**src/rtl/branch_predict_unit.sv**
```systemverilog
// EX-stage branch resolver with a direct-mapped BTB/BHT. The fetch stage reads a prediction
// combinationally; the execute stage resolves against it and trains the table on the following edge.
module branch_predict_unit #(
  parameter int WIDTH    = 9,
  parameter int ENTRIES  = 16,
  parameter int CNT_BITS = 2
) (
  input  logic             clk,
  input  logic             rst_n,
  input  logic [WIDTH-1:0] if_pc,
  output logic             pred_taken,
  output logic [31:0]      pred_target,
  input  logic             ex_valid,
  input  logic [WIDTH-1:0] ex_pc,
  input  logic [1:0]       ctrl_transfer,
  input  logic [31:0]      imm,
  input  logic [31:0]      ALU_result,
  input  logic             halt,
  input  logic             ex_pred_taken,
  input  logic [31:0]      ex_pred_target,
  output logic [31:0]      branch_pc,
  output logic [31:0]      pc_plus_4,
  output logic             pc_sel,
  output logic [31:0]      mispred_cnt
);

  localparam int IDX   = $clog2(ENTRIES);
  localparam int TAG_W = WIDTH - IDX - 2;
  localparam logic [CNT_BITS-1:0] CNT_WT  = CNT_BITS'(1) << (CNT_BITS - 1);
  localparam logic [CNT_BITS-1:0] CNT_WNT = CNT_WT - CNT_BITS'(1);
  localparam logic [CNT_BITS-1:0] CNT_MAX = '1;

  localparam logic [1:0] CT_NONE   = 2'b00;
  localparam logic [1:0] CT_BRANCH = 2'b01;
  localparam logic [1:0] CT_JAL    = 2'b10;
  localparam logic [1:0] CT_JALR   = 2'b11;

  logic                valid_q  [ENTRIES];
  logic [TAG_W-1:0]    tag_q    [ENTRIES];
  logic [31:0]         target_q [ENTRIES];
  logic                jump_q   [ENTRIES];
  logic [CNT_BITS-1:0] cnt_q    [ENTRIES];
  logic [31:0]         mispred_cnt_q;

  // Fetch-side lookup; the low two PC bits never select an entry.
  logic [IDX-1:0]   if_idx;
  logic [TAG_W-1:0] if_tag;
  logic             if_hit;
  logic             if_pc_unused;

  assign if_idx       = if_pc[IDX+1:2];
  assign if_tag       = if_pc[WIDTH-1:IDX+2];
  assign if_hit       = valid_q[if_idx] && (tag_q[if_idx] == if_tag);
  assign pred_taken   = if_hit && (jump_q[if_idx] || cnt_q[if_idx][CNT_BITS-1]);
  assign pred_target  = pred_taken ? target_q[if_idx] : 32'h0;
  assign if_pc_unused = ^if_pc[1:0];

  logic [31:0] pc32;
  logic [31:0] res_target;
  logic        act_taken;
  logic        mispredict;

  assign pc32      = {{(32-WIDTH){1'b0}}, ex_pc};
  assign pc_plus_4 = pc32 + 32'd4;

  always_comb begin
    act_taken  = 1'b0;
    res_target = pc32 + imm;
    case (ctrl_transfer)
      CT_BRANCH: act_taken = ALU_result[0];
      CT_JAL:    act_taken = 1'b1;
      CT_JALR: begin
        act_taken  = 1'b1;
        res_target = (pc32 + ALU_result) & 32'hFFFF_FFFE;
      end
      default:   act_taken = 1'b0;
    endcase
  end

  assign mispredict = ex_valid &&
                      ((act_taken != ex_pred_taken) ||
                       (act_taken && (res_target != ex_pred_target)));

  always_comb begin
    pc_sel    = 1'b0;
    branch_pc = pc_plus_4;
    if (halt) begin
      pc_sel    = 1'b1;
      branch_pc = 32'hFFFF_FFFF;
    end else if (mispredict) begin
      pc_sel    = 1'b1;
      branch_pc = act_taken ? res_target : pc_plus_4;
    end
  end

  // Training for the resolved instruction's entry.
  logic [IDX-1:0]      ex_idx;
  logic [TAG_W-1:0]    ex_tag;
  logic                ex_hit;
  logic                wr_en;
  logic                clr_en;
  logic [CNT_BITS-1:0] cnt_d;

  assign ex_idx = ex_pc[IDX+1:2];
  assign ex_tag = ex_pc[WIDTH-1:IDX+2];
  assign ex_hit = valid_q[ex_idx] && (tag_q[ex_idx] == ex_tag);
  assign wr_en  = ex_valid && !halt && (ctrl_transfer != CT_NONE);
  assign clr_en = ex_valid && !halt && (ctrl_transfer == CT_NONE) && ex_pred_taken;

  always_comb begin
    cnt_d = act_taken ? CNT_WT : CNT_WNT;
    if (ex_hit) begin
      if (act_taken) cnt_d = (cnt_q[ex_idx] == CNT_MAX) ? CNT_MAX : cnt_q[ex_idx] + CNT_BITS'(1);
      else           cnt_d = (cnt_q[ex_idx] == '0) ? '0 : cnt_q[ex_idx] - CNT_BITS'(1);
    end
  end

  genvar gi;
  generate
    for (gi = 0; gi < ENTRIES; gi++) begin : g_entry
      always_ff @(posedge clk or negedge rst_n) begin
        if (!rst_n) begin
          valid_q[gi]  <= 1'b0;
          tag_q[gi]    <= '0;
          target_q[gi] <= 32'h0;
          jump_q[gi]   <= 1'b0;
          cnt_q[gi]    <= CNT_WNT;
        end else if (wr_en && (ex_idx == IDX'(gi))) begin
          valid_q[gi] <= 1'b1;
          tag_q[gi]   <= ex_tag;
          jump_q[gi]  <= ctrl_transfer[1];
          cnt_q[gi]   <= cnt_d;
          if (act_taken) target_q[gi] <= res_target;
        end else if (clr_en && (ex_idx == IDX'(gi))) begin
          valid_q[gi] <= 1'b0;
        end
      end
    end
  endgenerate

  always_ff @(posedge clk or negedge rst_n) begin
    if (!rst_n) begin
      mispred_cnt_q <= 32'h0;
    end else if (mispredict && !halt && (mispred_cnt_q != 32'hFFFF_FFFF)) begin
      mispred_cnt_q <= mispred_cnt_q + 32'd1;
    end
  end

  assign mispred_cnt = mispred_cnt_q;

endmodule

```
**config.mk**
```make
export PLATFORM = sky130hd
export DESIGN_NAME = branch_predict_unit
export DESIGN_NICKNAME = d
export VERILOG_FILES = /design/src/rtl/branch_predict_unit.sv
export SDC_FILE = /design/constraint.sdc
export NUM_CORES = 1
export LEC_CHECK = 0
export ABC_AREA = 1
export CAP_MARGIN = 20
export CORE_MARGIN = 2
export CORE_UTILIZATION = 55
export CTS_BUF_LIST = sky130_fd_sc_hd__clkbuf_8 sky130_fd_sc_hd__clkbuf_16
export DETAILED_ROUTE_END_ITERATION = 16
export PLACE_DENSITY = 0.85
export SETUP_SLACK_MARGIN = 0.02
export SYNTH_ARGS = -nofsm -noshare
export SYNTH_HDL_FRONTEND = slang
export SYNTH_SLANG_ARGS = --single-unit
export TNS_END_PERCENT = 5
```
**constraint.sdc**
```tcl
create_clock -name clk -period 9.5 [get_ports clk]
set_clock_uncertainty 0.05 [all_clocks]
set_input_delay 2.375 -clock clk [delete_from_list [all_inputs] [get_ports clk]]
set_output_delay 2.375 -clock clk [all_outputs]
set_load 0.05 [all_outputs]
```
Yosys cells after proc, flatten, opt, wreduce, memory -nomap -nowiden. Index checks and enable logic that the tools add are counted.

Add/sub/neg operators: 6. Order comparisons: 2. Equal/unequal tests: 24. Mux-type cells: 69. Bitwise operators: 2. Reductions and logical operators: 83.

Operators by type and width (count): two-way mux 32 bit (7); binary-select mux 32 bit (select 4 bit) (1); adder 9 x 32 -> 32 bit (2); logical AND 1 bit (43); two-way mux 1 bit (40); nonzero test 2 bit (17); adder 32 x 1 -> 32 bit, second input constant (1); equality test 4 bit, second input constant (8); != test 32 bit (1); != test 32 bit, second input constant (1); AND reduction 2 bit (16); binary-select mux 3 bit (select 4 bit) (2); two-way mux 2 bit (9); binary-select mux 2 bit (select 4 bit) (2); equality test 4 x 3 -> 1 bit, second input constant (4); binary-select mux 1 bit (select 4 bit) (3); two-way mux 3 bit (4); adder 9 x 3 -> 10 bit, second input constant (1); greater-or-equal comparator 5 bit, second input constant (2); inverter 4 -> 5 bit (2); equality test 4 x 2 -> 1 bit, second input constant (2); equality test 2 bit, second input constant (3); equality test 3 bit (2); equality test 4 x 1 -> 1 bit, second input constant (1); 10 further kinds (12).

Flip-flop bits (word level): 656. Bits of input ports: 121. Output and inout port bits: 130. Logic and storage cells: 267.

Logic depth before layout (Yosys ltp).
Word-level depth: 8. Mapped depth: 24. Mapped depth without buffers: 23.

Least setup slack after synthesis. Ideal clock, no wire load.

Kind: input -> output. From: in ex_pc[0]. To: out branch_pc[9]. Data arrival time: 5.033 ns. Data required time: 7.075 ns. Path slack: 2.042 ns. Cell stages on the path: 22. Path buffers: 1. Cell sequence: ha_1 fa_1 nand2_1 nand3_1 nand3_1 nand2_1 nand2_1 nand2_2 nand2_1 nand3_1 nand2_2 nand2_1 nand2_1 nand2_1 nor2_1 nand2_1 nor2_2 nand3_2 nand2_4 buf_6 nand2_1 nand3_1.

Longest elaborated chain between the ends: 8. Elaborated cells on any way between the ends: 11. Classes of those cells: 3 x add/sub; 1 x eq/ne; 4 x mux; 3 x reduce/logical.

Ends and longest elaborated chain: start, declared (line 14) `input logic [WIDTH-1:0] ex_pc,`; adder 9 x 32 -> 32 bit (on tied branches) (line 68, 74); two-way mux 32 bit (line 69) `case (ctrl_transfer)`; != test 32 bit (line 82) `(act_taken && (res_target != ex_pred_target)));`; logical AND 1 bit (line 82); logical OR 1 bit (line 81) `((act_taken != ex_pred_taken) ||`; logical AND 1 bit (line 80) `assign mispredict = ex_valid &&`; two-way mux 32 bit (*) (line 90) `end else if (mispredict) begin`; two-way mux 32 bit (*) (line 87) `if (halt) begin`; end, declared (line 21) `output logic [31:0] branch_pc,`.

Mark *: on every way between the ends. The rest lies on a longest branch, timed or not.

Final worst setup path.
From: in ex_pc[7]. To: out branch_pc[28].

Longest elaborated chain between the ends: 8. Elaborated cells on any way between the ends: 10. Classes of those cells: 2 x add/sub; 1 x eq/ne; 4 x mux; 3 x reduce/logical.

Ends and longest elaborated chain (line): adder 9 x 32 -> 32 bit (on tied branches) (68, 74); two-way mux 32 bit (*) (69); != test 32 bit (82); logical AND 1 bit (82); logical OR 1 bit (81); logical AND 1 bit (80); two-way mux 32 bit (*) (90); two-way mux 32 bit (*) (87).

Marked as above.

==> impl_results.md <==
* Cell with the most instances after synthesis: nand2_1
* CTS hold repair buffers at 0
* PostCTS Resize Cnt at 0
* CTS H-tree lvls at 3
* Global routing usage on met3 at 0.0617
* Unrepaired setup endpoints after global routing: false
* Status: finished clean
* Antenna-violating nets left at 0
* Worst path max stage delay at 0.67 ns
* Setup Viol. Count Final at 0
* Share of post-route cells with drive strength above 1 at 0.0713
* Clk_lat worst skew at 0.61 ns
* Die Y at 257 um
* Grt peak-use layer: met2
* Slew headroom at 0.238
* Crit-path cells: clkdlybuf4s50_1, ha_1, nand2_1, inv_1, a21oi_1, inv_1, nand2_1, nand2_2, nand2_1, nand3_2, nand2_2, nand2_1, nand2_1, nor2_1, nand3_1, nor2_1, nand3_2, nand2_4, nor2_8, nand3_1, nand2_1, buf_4
* Crit Path Class: in2out
* Synth top cells by count: 1386 x nand2_1, 905 x o21ai_0, 640 x dfrtp_1, 343 x nor2_1, 258 x inv_1
* Worst path arrival time at 6.52 ns
* Area after DPL at 37600 um^2
* Worst Hold End: cnt_q[4]
* Initial Utilization at 0.557
* Synth warn at 0
* Flop-to-flop setup slack at 6.36 ns
* Vias in the first global route at 32300
* Register bit total from synthesis at 656
* Min-Delay Path Class: reg2reg
* Row cnt at 92
* Tcrit/Tclk final at 0.942
* Cell Pwr Density at 190 nW/um^2
* Critical path fanouts, max at 22
* Area leader, netlist: dfrtp_1
* Slew @ Worst Pin at 1.14 ns
* Initial antenna violation count at 2
* Placed Instances at 5539
* Critical path's top delay family: simple AND/OR/NAND/NOR gates
* FF-to-FF End: mispred_cnt[12]
* WHS at 0.421 ns
* Per-cell routed wire length at 19.8 um
* Syn Inst Count at 4714
* Req. time, crit path at 7.08 ns
* Clock Path Buffers at 3
* Die area at 65900 um^2
* HP Start: cnt_q[4]
* Num CTS Buffers at 69
* Depth of the most critical reg-to-reg path at 15
* Core area at 63100 um^2
* CP max stage cell: clkdlybuf4s50_1
* Mapped Avg Cell Area at 7.45 um^2
* I/O Buffers at 226
* EDFF count, synth at 0
* Finished Layout Cells at 5668
* Largest net degree at the start of global routing at 211
* Cell Area, Synth at 35100 um^2
* Design area at 40000 um^2
* DRT Pass-1 Iters at 6
* Total gr overflow at 0
* Final net count at 4918
* Sequential area share after synthesis at 0.468
* Met2 GRT Util at 0.547
* Asr flop ratio synth at 1.00
* Hold Vio Cnt, Final at 0
* Crit path time final at 8.95 ns
* First-pass GRT wire length at 176000 um
* Met1 Use GR at 0.434
* WL final at 112000 um
* R2r startpoint: mispred_cnt[0]
* Post-DR vias/cell at 6.04
* Hold Crit Depth at 2
* VDD IR-drop max at 0.249 mV
* Worst setup EP type: output pin
* Detailed router's first-iteration violation count at 4269
* Ys flop type: dfrtp_1
* CP dominant cell by count: nand2_1
* Startpoint Class: primary input
* Yosys top cell area share at 0.456
* Clock sink count at 656
* Root Driver: clkbuf_16
* Max Cap Violations at 0
* TritonCTS clock tree: yes
* Crit path buf inv count at 4
* Die Wd at 257 um
* Diode count at 0
* Setup Fix Bufs, Post-CTS at 0
* Area Overhead vs Synth at 13.9%
* Critical path depth in cells at 22
* GRT Util Overall at 0.334
* Leakage power at 18.5 nW
* DR vias at 34200
* Max Freq at 112 MHz
* # DRC at 0
* DP Wirelength at 68600 um
* Gpl congestion at 0.962
* Number of distinct library cells after synthesis at 50
* Top post-synthesis cells by area: dfrtp_1 46%, nand2_1 15%, o21ai_0 13%
* Clock transition at path regs at 0.05 ns
* Tot Pwr at 0.00759 W
* Fin. max-slew vios at 0
* Setup TNS Final at 0 ns
* IO Pins at 251
-- flip-flops by register name, summed over array words and instances (netlist names) --
signal / cells
mispred_cnt: 32
jump_q: 16
cnt_q: 32
valid_q: 16
tag_q: 48
target_q: 512
-- power by group --
group	internal, W	total, W	switching [W]
combinational	0.000481	0.00143	0.000952
sequential	0.00323	0.00346	0.000237
clock	0.00155	0.00270	0.00115
-- metal layers --
metal  share of wire  vias to the layer above
li1                -                    15700
met2            0.47                     1972
met3            0.10                      331
met1            0.39                    16300
met4           0.045                        2
met5         0.00012                        -
-- cell type report --
class                      instances  area (um^2)
inverter                         291         1100
timing repair buffer             294         2900
multi-input combinational       3461        16300
clock inverter                    38          349
sequential                       656        16400
clock buffer                      82         1920
tap                              846         1060
fill                            5378        23100
-- cell families after synthesis --
kind of cell               count (synthesis)  synth area share
buffers and inverters                    618            0.0718
adders and majority gates                 24           0.00898
and+or+nand+nor                         2149             0.255
xor gates and xnor gates                  42            0.0105
DFF                                      656             0.468
AOI/OAI and AO/OA                       1224             0.186
other                                      1          0.000107
-- worst reg2reg max path, stage by stage (launching register included) --
cell	delay (ns)
dfrtp_1	0.43
ha_1	0.22
inv_1	0.11
nor3_2	0.19
inv_1	0.15
nor2_1	0.18
inv_1	0.13
nor2_2	0.14
inv_1	0.09
nor4b_1	0.24
nand3_1	0.11
nor3_1	0.18
nand2_1	0.13
nand4_2	0.50
nand2_1	0.13
nand2_1	0.11
-- worst max-delay path by stage --
stage | start | end | slack, ns
after floorplan | ex_pc[0] | branch_pc[9] | 2.04
after global placement | ex_pc[7] | branch_pc[19] | 0.61
after detailed placement | ex_pc[7] | branch_pc[28] | 0.64
after CTS | ex_pc[7] | branch_pc[28] | 0.63
after global routing | ex_pc[1] | branch_pc[19] | 0.27
final | ex_pc[7] | branch_pc[28] | 0.55
-- layout by cell type (no fill, tap or decap), types with 6 or more instances in the layout --
| cell | instances |
|---|---|
| conb_1 | 22 |
| nand3_1 | 221 |
| o22ai_1 | 109 |
| clkinv_1 | 6 |
| o21ai_1 | 33 |
| o21ai_0 | 905 |
| nor3_2 | 7 |
| ha_1 | 22 |
| nor4_1 | 9 |
| buf_4 | 90 |
| clkinv_2 | 7 |
| nor2_1 | 343 |
| xor2_1 | 37 |
| nor2_2 | 16 |
| nand2_1 | 1386 |
| a32o_1 | 16 |
| clkbuf_8 | 12 |
| clkbuf_16 | 70 |
| dfstp_2 | 16 |
| nor3_1 | 56 |
| o211ai_1 | 34 |
| nand4_1 | 23 |
| a31oi_1 | 32 |
| inv_2 | 37 |
| buf_12 | 15 |
| dfrtp_1 | 640 |
| clkdlybuf4s50_1 | 183 |
| nand3_2 | 20 |
| nand3b_1 | 32 |
| nand2_2 | 23 |
| inv_1 | 264 |
| a21oi_1 | 82 |
-- through the flow --
stage                      util  worst slack (ns)
after detailed placement  0.595             0.642
final                     0.634             0.551
after floorplan               -              2.04
after global routing      0.634             0.273
after CTS                 0.631             0.625
after global placement    0.595             0.614
Note: power is estimated with default switching activity, not from simulation.
